## config.mk

```make
export PLATFORM = sky130hd
export DESIGN_NAME = adc_sample_scheduler
export DESIGN_NICKNAME = d
export VERILOG_FILES = /design/src/rtl/adc_sample_scheduler.sv
export SDC_FILE = /design/constraint.sdc
export NUM_CORES = 1
export LEC_CHECK = 0
export CELL_PAD_IN_SITES_DETAIL_PLACEMENT = 0
export CELL_PAD_IN_SITES_GLOBAL_PLACEMENT = 1
export CORE_MARGIN = 2
export CORE_UTILIZATION = 47
export DETAILED_ROUTE_END_ITERATION = 8
export GPL_TIMING_DRIVEN = 0
export HOLD_SLACK_MARGIN = 0.1
export PLACE_DENSITY = 0.94
export SLEW_MARGIN = 25
export SYNTH_ARGS = -nofsm -noshare
export SYNTH_HDL_FRONTEND = slang
export SYNTH_SLANG_ARGS = --single-unit
```

## constraint.sdc

```tcl
create_clock -name CLK -period 4.4 [get_ports CLK]
set_clock_uncertainty 0.1 [all_clocks]
set_input_delay 0.88 -clock CLK [delete_from_list [all_inputs] [get_ports CLK]]
set_output_delay 0.88 -clock CLK [all_outputs]
set_load 0.005 [all_outputs]
```

## src/rtl/adc_sample_scheduler.sv

```systemverilog
// rtl/adc_sample_scheduler.sv - 50 Hz ADC sample slot scheduler
// Issues SAMPLES_PER_CYCLE evenly spaced conversions per mains cycle, flagging overrun, timeout and resync.
module adc_sample_scheduler #(
   parameter int SAMPLES_PER_CYCLE = 64,
   parameter int SAMPLE_INTERVAL   = 1024,
   parameter int TIMEOUT           = 512
) (
   input  logic                                 CLK,
   input  logic                                 RST,
   input  logic                                 PULSE_50_HZ,
   input  logic                                 EN,
   input  logic                                 ADC_BUSY,
   input  logic                                 ADC_DONE,
   input  logic                                 CLR_ERR,
   output logic                                 ADC_START,
   output logic [$clog2(SAMPLES_PER_CYCLE)-1:0] SAMPLE_INDEX,
   output logic                                 SAMPLE_VALID,
   output logic                                 CYCLE_DONE,
   output logic                                 OVERRUN,
   output logic                                 TIMEOUT_ERR,
   output logic                                 SYNC_ERR
);
   localparam int IDX_W = $clog2(SAMPLES_PER_CYCLE);
   localparam int TMR_W = $clog2(SAMPLE_INTERVAL);
   localparam logic [IDX_W-1:0] LAST_IDX  = IDX_W'(SAMPLES_PER_CYCLE - 1);
   localparam logic [TMR_W-1:0] SLOT_LAST = TMR_W'(SAMPLE_INTERVAL - 1);
   localparam logic [TMR_W-1:0] TO_LAST   = TMR_W'(TIMEOUT - 1);

   localparam logic [1:0] ST_IDLE      = 2'd0;
   localparam logic [1:0] ST_CONVERT   = 2'd1;
   localparam logic [1:0] ST_WAIT_SLOT = 2'd2;

   logic [1:0]       state;
   logic [TMR_W-1:0] timer;
   logic             restart_pend;
   logic [IDX_W-1:0] next_idx;
   logic             conv_ok;
   logic             conv_to;
   logic             slot_exp;
   logic             final_done;
   logic             resync;

   always_comb begin
      next_idx   = SAMPLE_INDEX + IDX_W'(1);
      conv_ok    = (state == ST_CONVERT) && ADC_DONE;
      conv_to    = (state == ST_CONVERT) && !ADC_DONE && (timer == TO_LAST);
      slot_exp   = (state == ST_WAIT_SLOT) && (timer == SLOT_LAST);
      final_done = ((conv_ok || conv_to) && (SAMPLE_INDEX == LAST_IDX)) ||
                   (slot_exp && ADC_BUSY && (next_idx == LAST_IDX));
      // A cycle pulse landing on the final slot's completion is a clean restart, not a resync.
      resync     = (state != ST_IDLE) && PULSE_50_HZ && !final_done;
   end

   always_ff @(posedge CLK or posedge RST) begin
      if (RST) begin
         state        <= ST_IDLE;
         timer        <= '0;
         restart_pend <= 1'b0;
         SAMPLE_INDEX <= '0;
         ADC_START    <= 1'b0;
         SAMPLE_VALID <= 1'b0;
         CYCLE_DONE   <= 1'b0;
         OVERRUN      <= 1'b0;
         TIMEOUT_ERR  <= 1'b0;
         SYNC_ERR     <= 1'b0;
      end else begin
         ADC_START    <= 1'b0;
         SAMPLE_VALID <= 1'b0;
         CYCLE_DONE   <= 1'b0;
         timer        <= timer + TMR_W'(1);
         // Clear first so an error event later in this block wins.
         if (CLR_ERR) begin
            OVERRUN     <= 1'b0;
            TIMEOUT_ERR <= 1'b0;
            SYNC_ERR    <= 1'b0;
         end
         if (resync) begin
            SYNC_ERR     <= 1'b1;
            state        <= ST_CONVERT;
            SAMPLE_INDEX <= '0;
            ADC_START    <= 1'b1;
            timer        <= '0;
            restart_pend <= 1'b0;
         end else begin
            case (state)
               ST_IDLE: begin
                  restart_pend <= 1'b0;
                  if (EN && (PULSE_50_HZ || restart_pend)) begin
                     state        <= ST_CONVERT;
                     SAMPLE_INDEX <= '0;
                     ADC_START    <= 1'b1;
                     timer        <= '0;
                  end
               end
               ST_CONVERT: begin
                  if (conv_ok || conv_to) begin
                     SAMPLE_VALID <= conv_ok;
                     if (conv_to) TIMEOUT_ERR <= 1'b1;
                     if (SAMPLE_INDEX == LAST_IDX) begin
                        CYCLE_DONE   <= 1'b1;
                        state        <= ST_IDLE;
                        restart_pend <= PULSE_50_HZ;
                     end else begin
                        state <= ST_WAIT_SLOT;
                     end
                  end
               end
               ST_WAIT_SLOT: begin
                  if (slot_exp) begin
                     SAMPLE_INDEX <= next_idx;
                     timer        <= '0;
                     if (ADC_BUSY) begin
                        OVERRUN <= 1'b1;
                        if (next_idx == LAST_IDX) begin
                           CYCLE_DONE   <= 1'b1;
                           state        <= ST_IDLE;
                           restart_pend <= PULSE_50_HZ;
                        end
                     end else begin
                        ADC_START <= 1'b1;
                        state     <= ST_CONVERT;
                     end
                  end
               end
               default: state <= ST_IDLE;
            endcase
         end
      end
   end
endmodule

```

== Word-level counts from Yosys, hierarchy flattened ==
Cells that the tools add are included.
Word-level totals
  logic and storage cells: 98
  output and inout bits: 12
  bits in registers: 25
  bits of input ports: 7
Cells by class
  eq/ne operators: 13
  multiplexer cells: 50
  reductions and logical operators: 23
  $add $sub $neg: 2
Operators by type and width (count)
  $mux W1: 31
  $mux W10: 3
  $pmux W10 S2: 1
  $mux W6: 3
  $mux W2: 7
  $eq A6 B6 Y1 const B: 2
  $pmux W6 S2: 1
  $add A10 B1 Y10 const B: 1
  $eq A10 B10 Y1 const B: 1
  $eq A10 B9 Y1 const B: 1
  $logic_and A1 B1 Y1: 10
  $ne A3 B2 Y1 const B: 3
  $ne A3 B3 Y1 const B: 3
  $add A6 B1 Y6 const B: 1
  $pmux W2 S3: 1
  $reduce_and A6 Y1: 1
  $ne A4 B3 Y1 const B: 1
  $pmux W1 S2: 2
  $reduce_and A4 Y1: 1
  $reduce_bool A2 Y1: 2
  $reduce_bool A4 Y1: 1
  $logic_or A1 B1 Y1: 3
  $pmux W1 S3: 1
  $reduce_and A3 Y1: 1
  other kinds (5): 6

== Logic depth before layout (Yosys ltp) ==
Gate-level depths: netlist (run 1).
  word-level depth: 10
  gate-level depth with buffers: 9
  mapped depth without buffers: 7

== Worst setup path after synthesis (run 1) ==
OpenSTA, ideal clock, no wires.
  kind: input -> register
  start: input port EN
  end: register state[0]
  data arrival time: 1.934 ns
  stages: 6
  path buffers: 0
  required time: 4.221 ns
  setup time: 0.079 ns
  setup slack: 2.286 ns
  cells stage by stage: o21ai_0 > a22o_1 > a21oi_4 > o21ai_1 > a221oi_2 > mux2i_1
Between the ends
  cells in the longest elaborated chain, start to end: 3
RTL lines
  start, declared: RTL line 11  | input logic EN,
  $logic_and A1 B1 Y1: RTL line 88  | if (EN && (PULSE_50_HZ || restart_pend)) begin
  $ne A3 B3 Y1 (no line)
  $reduce_and A4 Y1 (no line)
  end signal, assigned: RTL line 89  | state <= ST_CONVERT;
  end signal, assigned: RTL line 101  | state <= ST_IDLE;
  end signal, assigned: RTL line 104  | state <= ST_WAIT_SLOT;
  end, declared: RTL line 33  | logic [1:0] state;
No other way between the ends.
A chain may end at the register's enable or synchronous reset.

== Final worst setup path (run 1) ==
  start: input port PULSE_50_HZ
  end: register state[0]
Between the ends
  cells in the longest elaborated chain, start to end: 4
  elaborated cells on any way between the ends: 10
  those cells by class: eq/ne (4); mux (1); reduce/logical (5)
RTL lines
  start, declared: RTL line 10  | input logic PULSE_50_HZ,
  $logic_and A1 B1 Y1 or $logic_or A1 B1 Y1 (tied branches): RTL line 51, 88
  $logic_and A1 B1 Y1, on equally long branches: RTL line 51, 88
  $ne A4 B3 Y1 (no line) (tied with other cells)
  $reduce_and A4 Y1 (no line)
  end signal, assigned: RTL line 56  | state <= ST_IDLE;
  end signal, assigned: RTL line 79  | state <= ST_CONVERT;
  end signal, assigned: RTL line 89
Parallel ways exist; a longest one is shown, timed or not.

==> flow_summary_export.csv, run 1 <==
group,metric,value,unit
cells_and_area,nFillCells,316,
clock_network,clock-root-buffer,"clkbuf_4",
critical_path,regToRegEndpoint,"state[0]",
cells_and_area,syn2layout_area_growth,16.32,%
critical_path,worstPathMaxFanout,9,
pwr,peakVddDrop,0.2691,mV
timing,max_freq,0.3902,GHz
synthesis,netlist_top_cells_count,"dfrtp_1 (25), nand2_1 (11), a21oi_1 (10), inv_1 (9), nor2_1 (9)",
synthesis,syn_area_per_cell,10.13,µm²
cells_and_area,final_nets,199,
critical_path,crit_type,"in2reg",
synthesis,yosysMostFrequentCell,"dfrtp_1",
timing,max_slew_margin,63.91,%
grt,grt.total_usage,19.03,%
synthesis,synth_edf_count,0,
synthesis,yosysUniqueCellTypes,53,
synthesis,synthArstFlopShare,100.0,%
synthesis,synth_top_cell_by_area,"dfrtp_1",
cells_and_area,multi_input_area,922.1,µm²
critical_path,cp.required,4.56,ns
timing,fin_crit_sh,58.25,%
pwr,p_leak,0.7813,nW
timing,setup_viol,0,
clock_network,cts_tree,"yes",
critical_path,cp-end-kind,"flip-flop",
synthesis,synthesis.nets,176,
floorplanning,fp.dieW,63.08,µm
pwr,finalPower,0.8853,mW
cells_and_area,n_antenna_cell,0,
floorplanning,die_y,63.08,µm
run_status,status,"complete, no violations",
critical_path,worst_setup_path_start_kind,"input port",
drt,drt_iter0_drc,73,
pwr,power_density,464.0,nW/µm²
synthesis,netlist_area,1640,µm²
drt,dr.pass1.iters,4,
grt,antenna_found_initial,0,
synthesis,yosysTopAreaCellShare,38.14,%
drt,ant_nets,0,
critical_path,r2r_setup_slack,1.92,ns
hold_path,hold_path_class,"reg2reg",
drt,wl_per_cell,14.94,µm
timing,maxSlewViolCount,0,
floorplanning,core,3337,µm²
timing,finalSetupTns,0,ns
clock_network,postCtsSetupRepairBufs,0,
cells_and_area,regArea,625.6,µm²
drt,drc,0,
critical_path,endpoint,"state[0]",
place,io_buffers,18,
place,hpwlAfterDp,2.447,mm
grt,grt_max_degree,26,
clock_network,cts_made_buffers,3,
critical_path,worstRegToRegCells,7,
timing,grt_setup_unrepaired,"false",
timing,finalHoldViolCount,0,
flow_run,drv_cap,0,
critical_path,crit_slowest_cell,"clkdlybuf4s50_1",
clock_network,insertion_delay,0.34,ns
floorplanning,start_util,49.16,%
synthesis,syn_inst,162,
critical_path,reg2reg_from,"timer[0]",
clock_network,hold_buffers,0,
floorplanning,placementRows,21,
synthesis,ys_ff_latch,25,
grt,grt-ovfl-total,0,
clock_network,cts_resized,0,
critical_path,crit_arrival,2.73,ns
place,place_congestion,0.8519,
timing,worst_pin_slew,0.5406,ns
clock_network,cts_sinks,25,
drt,drt-total-wl,3.436,mm
synthesis,synth_seq_area_share,38.14,%
clock_network,h-tree-depth,1,
synthesis,yosys-top-cells-area,"dfrtp_1 (38%), nor2_4 (5.5%), ha_1 (5.3%)",
critical_path,startpoint,"PULSE_50_HZ",
synthesis,yosys_warnings,0,
floorplanning,die_area,3978,µm²
drt,via_count,1300,
timing,period_minus_slack,2.563,ns
floorplanning,io_pins,19,
grt,grt_pass1_vias,1297,
synthesis,synth_ff_type,"dfrtp_1",
critical_path,cp_cell_sequence,"clkdlybuf4s50_1, o21ai_0, a22o_1, a21oi_4, o211ai_1, a221oi_2, mux2i_1",
grt,grt_pass1_wl,6.016,mm
drt,viasPerCell,5.652,
clock_network,path_clk_slew,0.15,ns
cells_and_area,drive_above_1_share,19.02,%
clock_network,cts_buffer_depth,2,
critical_path,cpPeakStageDelay,0.52,ns
==> stage by stage <==
stage	instances	hold slack, ns	instance area (µm²)	util (%)	worst slack, ns
after floorplan	162	0.3736	1640	-	2.286
after global placement	226	0.3667	1878	56.28	1.538
after detailed placement	226	0.3707	1878	56.28	1.480
after CTS	230	0.4097	1908	57.18	1.836
after global routing	230	0.4219	1908	57.18	1.727
final	230	0.4091	1908	57.18	1.837
==> layer usage <==
metal | vias to the layer above | track usage, % | routed length [µm]
met4 | 0 | 8.889 | 61
met2 | 38 | 30.85 | 1574
li1 | 620 | - | -
met5 | - | 0 | 0
met3 | 7 | 2.143 | 125
met1 | 635 | 25.46 | 1675
==> report_power, final <==
| part | leakage, nW | switching, mW | internal, mW |
|---|---|---|---|
| sequential | 0.338 | 0.0413 | 0.269 |
| combinational | 0.429 | 0.259 | 0.203 |
| clock | 0.0139 | 0.0779 | 0.0349 |
| total | 0.781 | 0.378 | 0.507 |
==> registers in the layout, indices dropped and copies added, names as in the netlist <==
name	count
SAMPLE_VALID	1
TIMEOUT_ERR	1
timer	10
SYNC_ERR	1
CYCLE_DONE	1
OVERRUN	1
restart_pend	1
ADC_START	1
SAMPLE_INDEX	6
state	2
==> worst max-delay path, delay by kind of cell <==
family,cells,cell delay (ns)
AOI/OAI and AO/OA,5,1.09
buffers and inverters,1,0.52
muxes,1,0.24
==> how the worst min path moves through the flow <==
| stage | start | endpoint | slack, ns | cells past startpoint |
|---|---|---|---|---|
| finish | SYNC_ERR | SYNC_ERR | 0.41 | 1 |
| floorplan | SYNC_ERR | SYNC_ERR | 0.37 | 1 |
| CTS | SYNC_ERR | SYNC_ERR | 0.41 | 1 |
| global route | SYNC_ERR | SYNC_ERR | 0.42 | 1 |
| global placement | SYNC_ERR | SYNC_ERR | 0.37 | 1 |
| detailed placement | SYNC_ERR | SYNC_ERR | 0.37 | 1 |
==> cell usage in the layout, fill, tap and decap left out, drive strengths merged, types with 2 or more instances in the layout <==
cell,Yosys,routed
dfrtp,25,25
clkdlybuf4s50,0,18
nor2,18,18
nand2,12,12
a21oi,11,11
inv,9,9
nand3,8,8
o21ai,8,8
ha,7,7
xor2,5,5
and2,5,5
and3,5,5
buf,5,5
nand4,4,4
clkbuf,1,4
mux2i,3,3
nor3b,3,3
nand2b,3,3
and4,2,2
a31oi,2,2
nand3b,2,2
and3b,2,2
o211ai,2,2
xnor2,2,2
or2,2,2
==> cells by family after synthesis <==
kind of cell	after synthesis	share of synthesized area, %
adder cells (fa/ha/maj)	7	5.339
XOR/XNOR	7	3.738
multiplexers	3	1.831
AO/OA/AOI/OAI	35	16.63
flip-flops	25	38.14
buffers and inverters	15	5.644
AND/OR/NAND/NOR	70	28.68
==> final cells by class <==
class	count	area share [%]
well taps	46	3.016
multi-input cells	122	48.33
clock inverters	1	0.3934
flip-flops and latches	25	32.79
plain buffers	6	3.082
repair buffers	18	9.443
clock buffers	3	1.180
inverters	9	1.770
Power figures use the tool's default switching activity.
==> run 2: changes to the inputs <==
--- a/config.mk
+++ b/config.mk
@@ -8,11 +8,11 @@
 export CELL_PAD_IN_SITES_DETAIL_PLACEMENT = 0
 export CELL_PAD_IN_SITES_GLOBAL_PLACEMENT = 1
 export CORE_MARGIN = 2
-export CORE_UTILIZATION = 47
+export CORE_UTILIZATION = 39
 export DETAILED_ROUTE_END_ITERATION = 8
 export GPL_TIMING_DRIVEN = 0
 export HOLD_SLACK_MARGIN = 0.1
-export PLACE_DENSITY = 0.94
+export PLACE_DENSITY = 0.84
 export SLEW_MARGIN = 25
 export SYNTH_ARGS = -nofsm -noshare
 export SYNTH_HDL_FRONTEND = slang
==> constraint.sdc (replaced) <==
create_clock -name CLK -period 2.23 [get_ports CLK]
set_clock_uncertainty 0.1 [all_clocks]
set_input_delay 0.446 -clock CLK [delete_from_list [all_inputs] [get_ports CLK]]
set_output_delay 0.446 -clock CLK [all_outputs]
set_load 0.005 [all_outputs]
==> flow_summary_export.csv, run 2 (same netlist as run 1, synthesis figures left out) <==
group,metric,value,unit
cells_and_area,fin_cells,244,
cells_and_area,n_antenna_cell,0,
cells_and_area,layout_commonest_cell,"dfrtp_1",
floorplanning,die_area,4741,µm²
grt,grt-ovfl-total,0,
floorplanning,die_y,68.86,µm
critical_path,cpPeakStageDelay,0.49,ns
grt,grt_pass1_vias,1274,
drt,viasPerCell,5.459,
timing,whs,0.3899,ns
critical_path,crit_arrival,2.20,ns
pwr,p_leak,0.8308,nW
place,dp_cells,230,
clock_network,cts_made_buffers,3,
timing,setup_viol,0,
critical_path,worst_setup_path_start_kind,"flip-flop",
cells_and_area,final_nets,209,
cells_and_area,largest-register,"timer",
critical_path,crit_type,"reg2reg",
cells_and_area,largest_reg_flops,10,
drt,drt-total-wl,3.625,mm
grt,grt_max_degree,26,
cells_and_area,final_cell_mix,"dfrtp_1 (21), clkdlybuf4s50_1 (18), buf_4 (11), nand2_1 (11)",
critical_path,endpoint,"state[0]",
place,pre_cts_slack,-0.2147,ns
critical_path,reg2reg_from,"timer[0]",
critical_path,cp-end-kind,"flip-flop",
grt,antenna_found_initial,0,
floorplanning,start_util,40.71,%
clock_network,cts_tree,"yes",
drt,via_count,1332,
cells_and_area,syn2layout_area_growth,24.79,%
grt,grt.total_usage,16.66,%
critical_path,worstRegToRegCells,8,
grt,grt_pass1_wl,5.913,mm
critical_path,crit_slowest_cell,"a2111oi_4",
cells_and_area,largestRegisters,"timer (10), SAMPLE_INDEX (6), state (2)",
critical_path,cp.required,2.28,ns
timing,fin_crit_sh,96.24,%
critical_path,worstPathMaxFanout,10,
timing,fin_ws,0.08390,ns
cells_and_area,drive_above_1_share,27.32,%
grt,met3_usage,2.760,%
hold_path,hold_path_class,"reg2reg",
floorplanning,fp.dieW,68.86,µm
grt,met2_usage,26.08,%
floorplanning,core,4029,µm²
floorplanning,io_pins,19,
drt,wl_per_cell,14.86,µm
floorplanning,placementRows,23,
timing,period_minus_slack,2.146,ns
pwr,peakVddDrop,0.5162,mV
clock_network,clock-root-buffer,"clkbuf_8",
place,io_buffers,18,
run_status,status,"complete, no violations",
flow_run,drv_cap,0,
drt,drc,0,
clock_network,cts_sinks,25,
grt,grtUsageMet1,23.51,%
cells_and_area,post-route-cell-area,2047,µm²
clock_network,insertion_delay,0.27,ns
timing,max_slew_margin,64.09,%
timing,finalSetupTns,0,ns
grt,grt-busiest-layer,"met2",
place,place_area,1883,µm²
clock_network,h-tree-depth,1,
pwr,power_density,941.6,nW/µm²
timing,finalHoldViolCount,0,
timing,worst_pin_slew,0.5379,ns
drt,dr.pass1.iters,7,
critical_path,regToRegEndpoint,"state[0]",
clock_network,cts_buffer_depth,2,
drt,drt_iter0_drc,58,
clock_network,path_clk_slew,0.09,ns
timing,max_freq,0.4660,GHz
clock_network,hold_buffers,0,
critical_path,r2r_setup_slack,0.08,ns
critical_path,cp_cell_sequence,"ha_4, and4_4, nand2_2, a2111oi_4, nor3_4, buf_6, nor2_1, mux2i_1",
timing,maxSlewViolCount,0,
critical_path,startpoint,"timer[0]",
place,place_congestion,0.8722,
drt,ant_nets,0,
place,hpwlAfterDp,2.527,mm
-- run 2: layer usage --
metal,vias up,part of all wire [%]
met2,35,47
met5,-,0
met1,655,48
met4,0,0.91
met3,6,3.4
li1,636,-
-- run 2: worst min-delay path by stage --
stage | start | to | slack [ns] | depth (start not counted)
6_report | SYNC_ERR | SYNC_ERR | 0.39 | 1
5_1_grt | SYNC_ERR | SYNC_ERR | 0.43 | 1
4_1_cts | SYNC_ERR | SYNC_ERR | 0.40 | 1
3_5_place_dp | SYNC_ERR | SYNC_ERR | 0.38 | 1
3_3_place_gp | SYNC_ERR | SYNC_ERR | 0.36 | 1
2_1_floorplan | RST | ADC_START | 0.37 | 1
-- run 2: final cells by class --
cell class / instances / area [µm²]
fill: 364 / 1982
multi-input combinational: 122 / 959.7
sequential: 25 / 630.6
timing repair buffer: 28 / 255.2
tap: 50 / 62.56
buffer: 6 / 58.81
clock buffer: 3 / 41.29
inverter: 9 / 33.78
clock inverter: 1 / 5.005
-- run 2: what timing repair did --
item,CTS,global route
hold endpoints to repair,0,0
buffers inserted,3,7
endpoints found under the setup margin,21,18
pin swaps,2,3
resized for setup,3,8
-- run 2: report_power, final --
group          internal, mW  total (mW)  leakage [nW]  switching (mW)
combinational         0.490        1.05         0.473           0.559
sequential            0.535       0.602         0.332          0.0670
clock                 0.125       0.277        0.0255           0.152
total                  1.15        1.93         0.831           0.778
-- run 2: per-stage QoR --
| stage | total power, mW | utilization, % |
|---|---|---|
| finish | 1.928 | 50.81 |
| global route | 2.062 | 50.81 |
| CTS | 1.856 | 48.70 |
| detailed placement | 1.524 | 46.74 |
| global placement | 1.498 | 46.74 |
| floorplan | 1.295 | - |
-- run 2: worst max-delay path: cells and delay by family, from the launching register on --
kind | cells | cell delay, ns
DFF | 1 | 0.42
adders and majority gates | 1 | 0.18
buffers and inverters | 1 | 0.17
muxes | 1 | 0.09
AOI/OAI and AO/OA | 1 | 0.49
and+or+nand+nor | 4 | 0.57
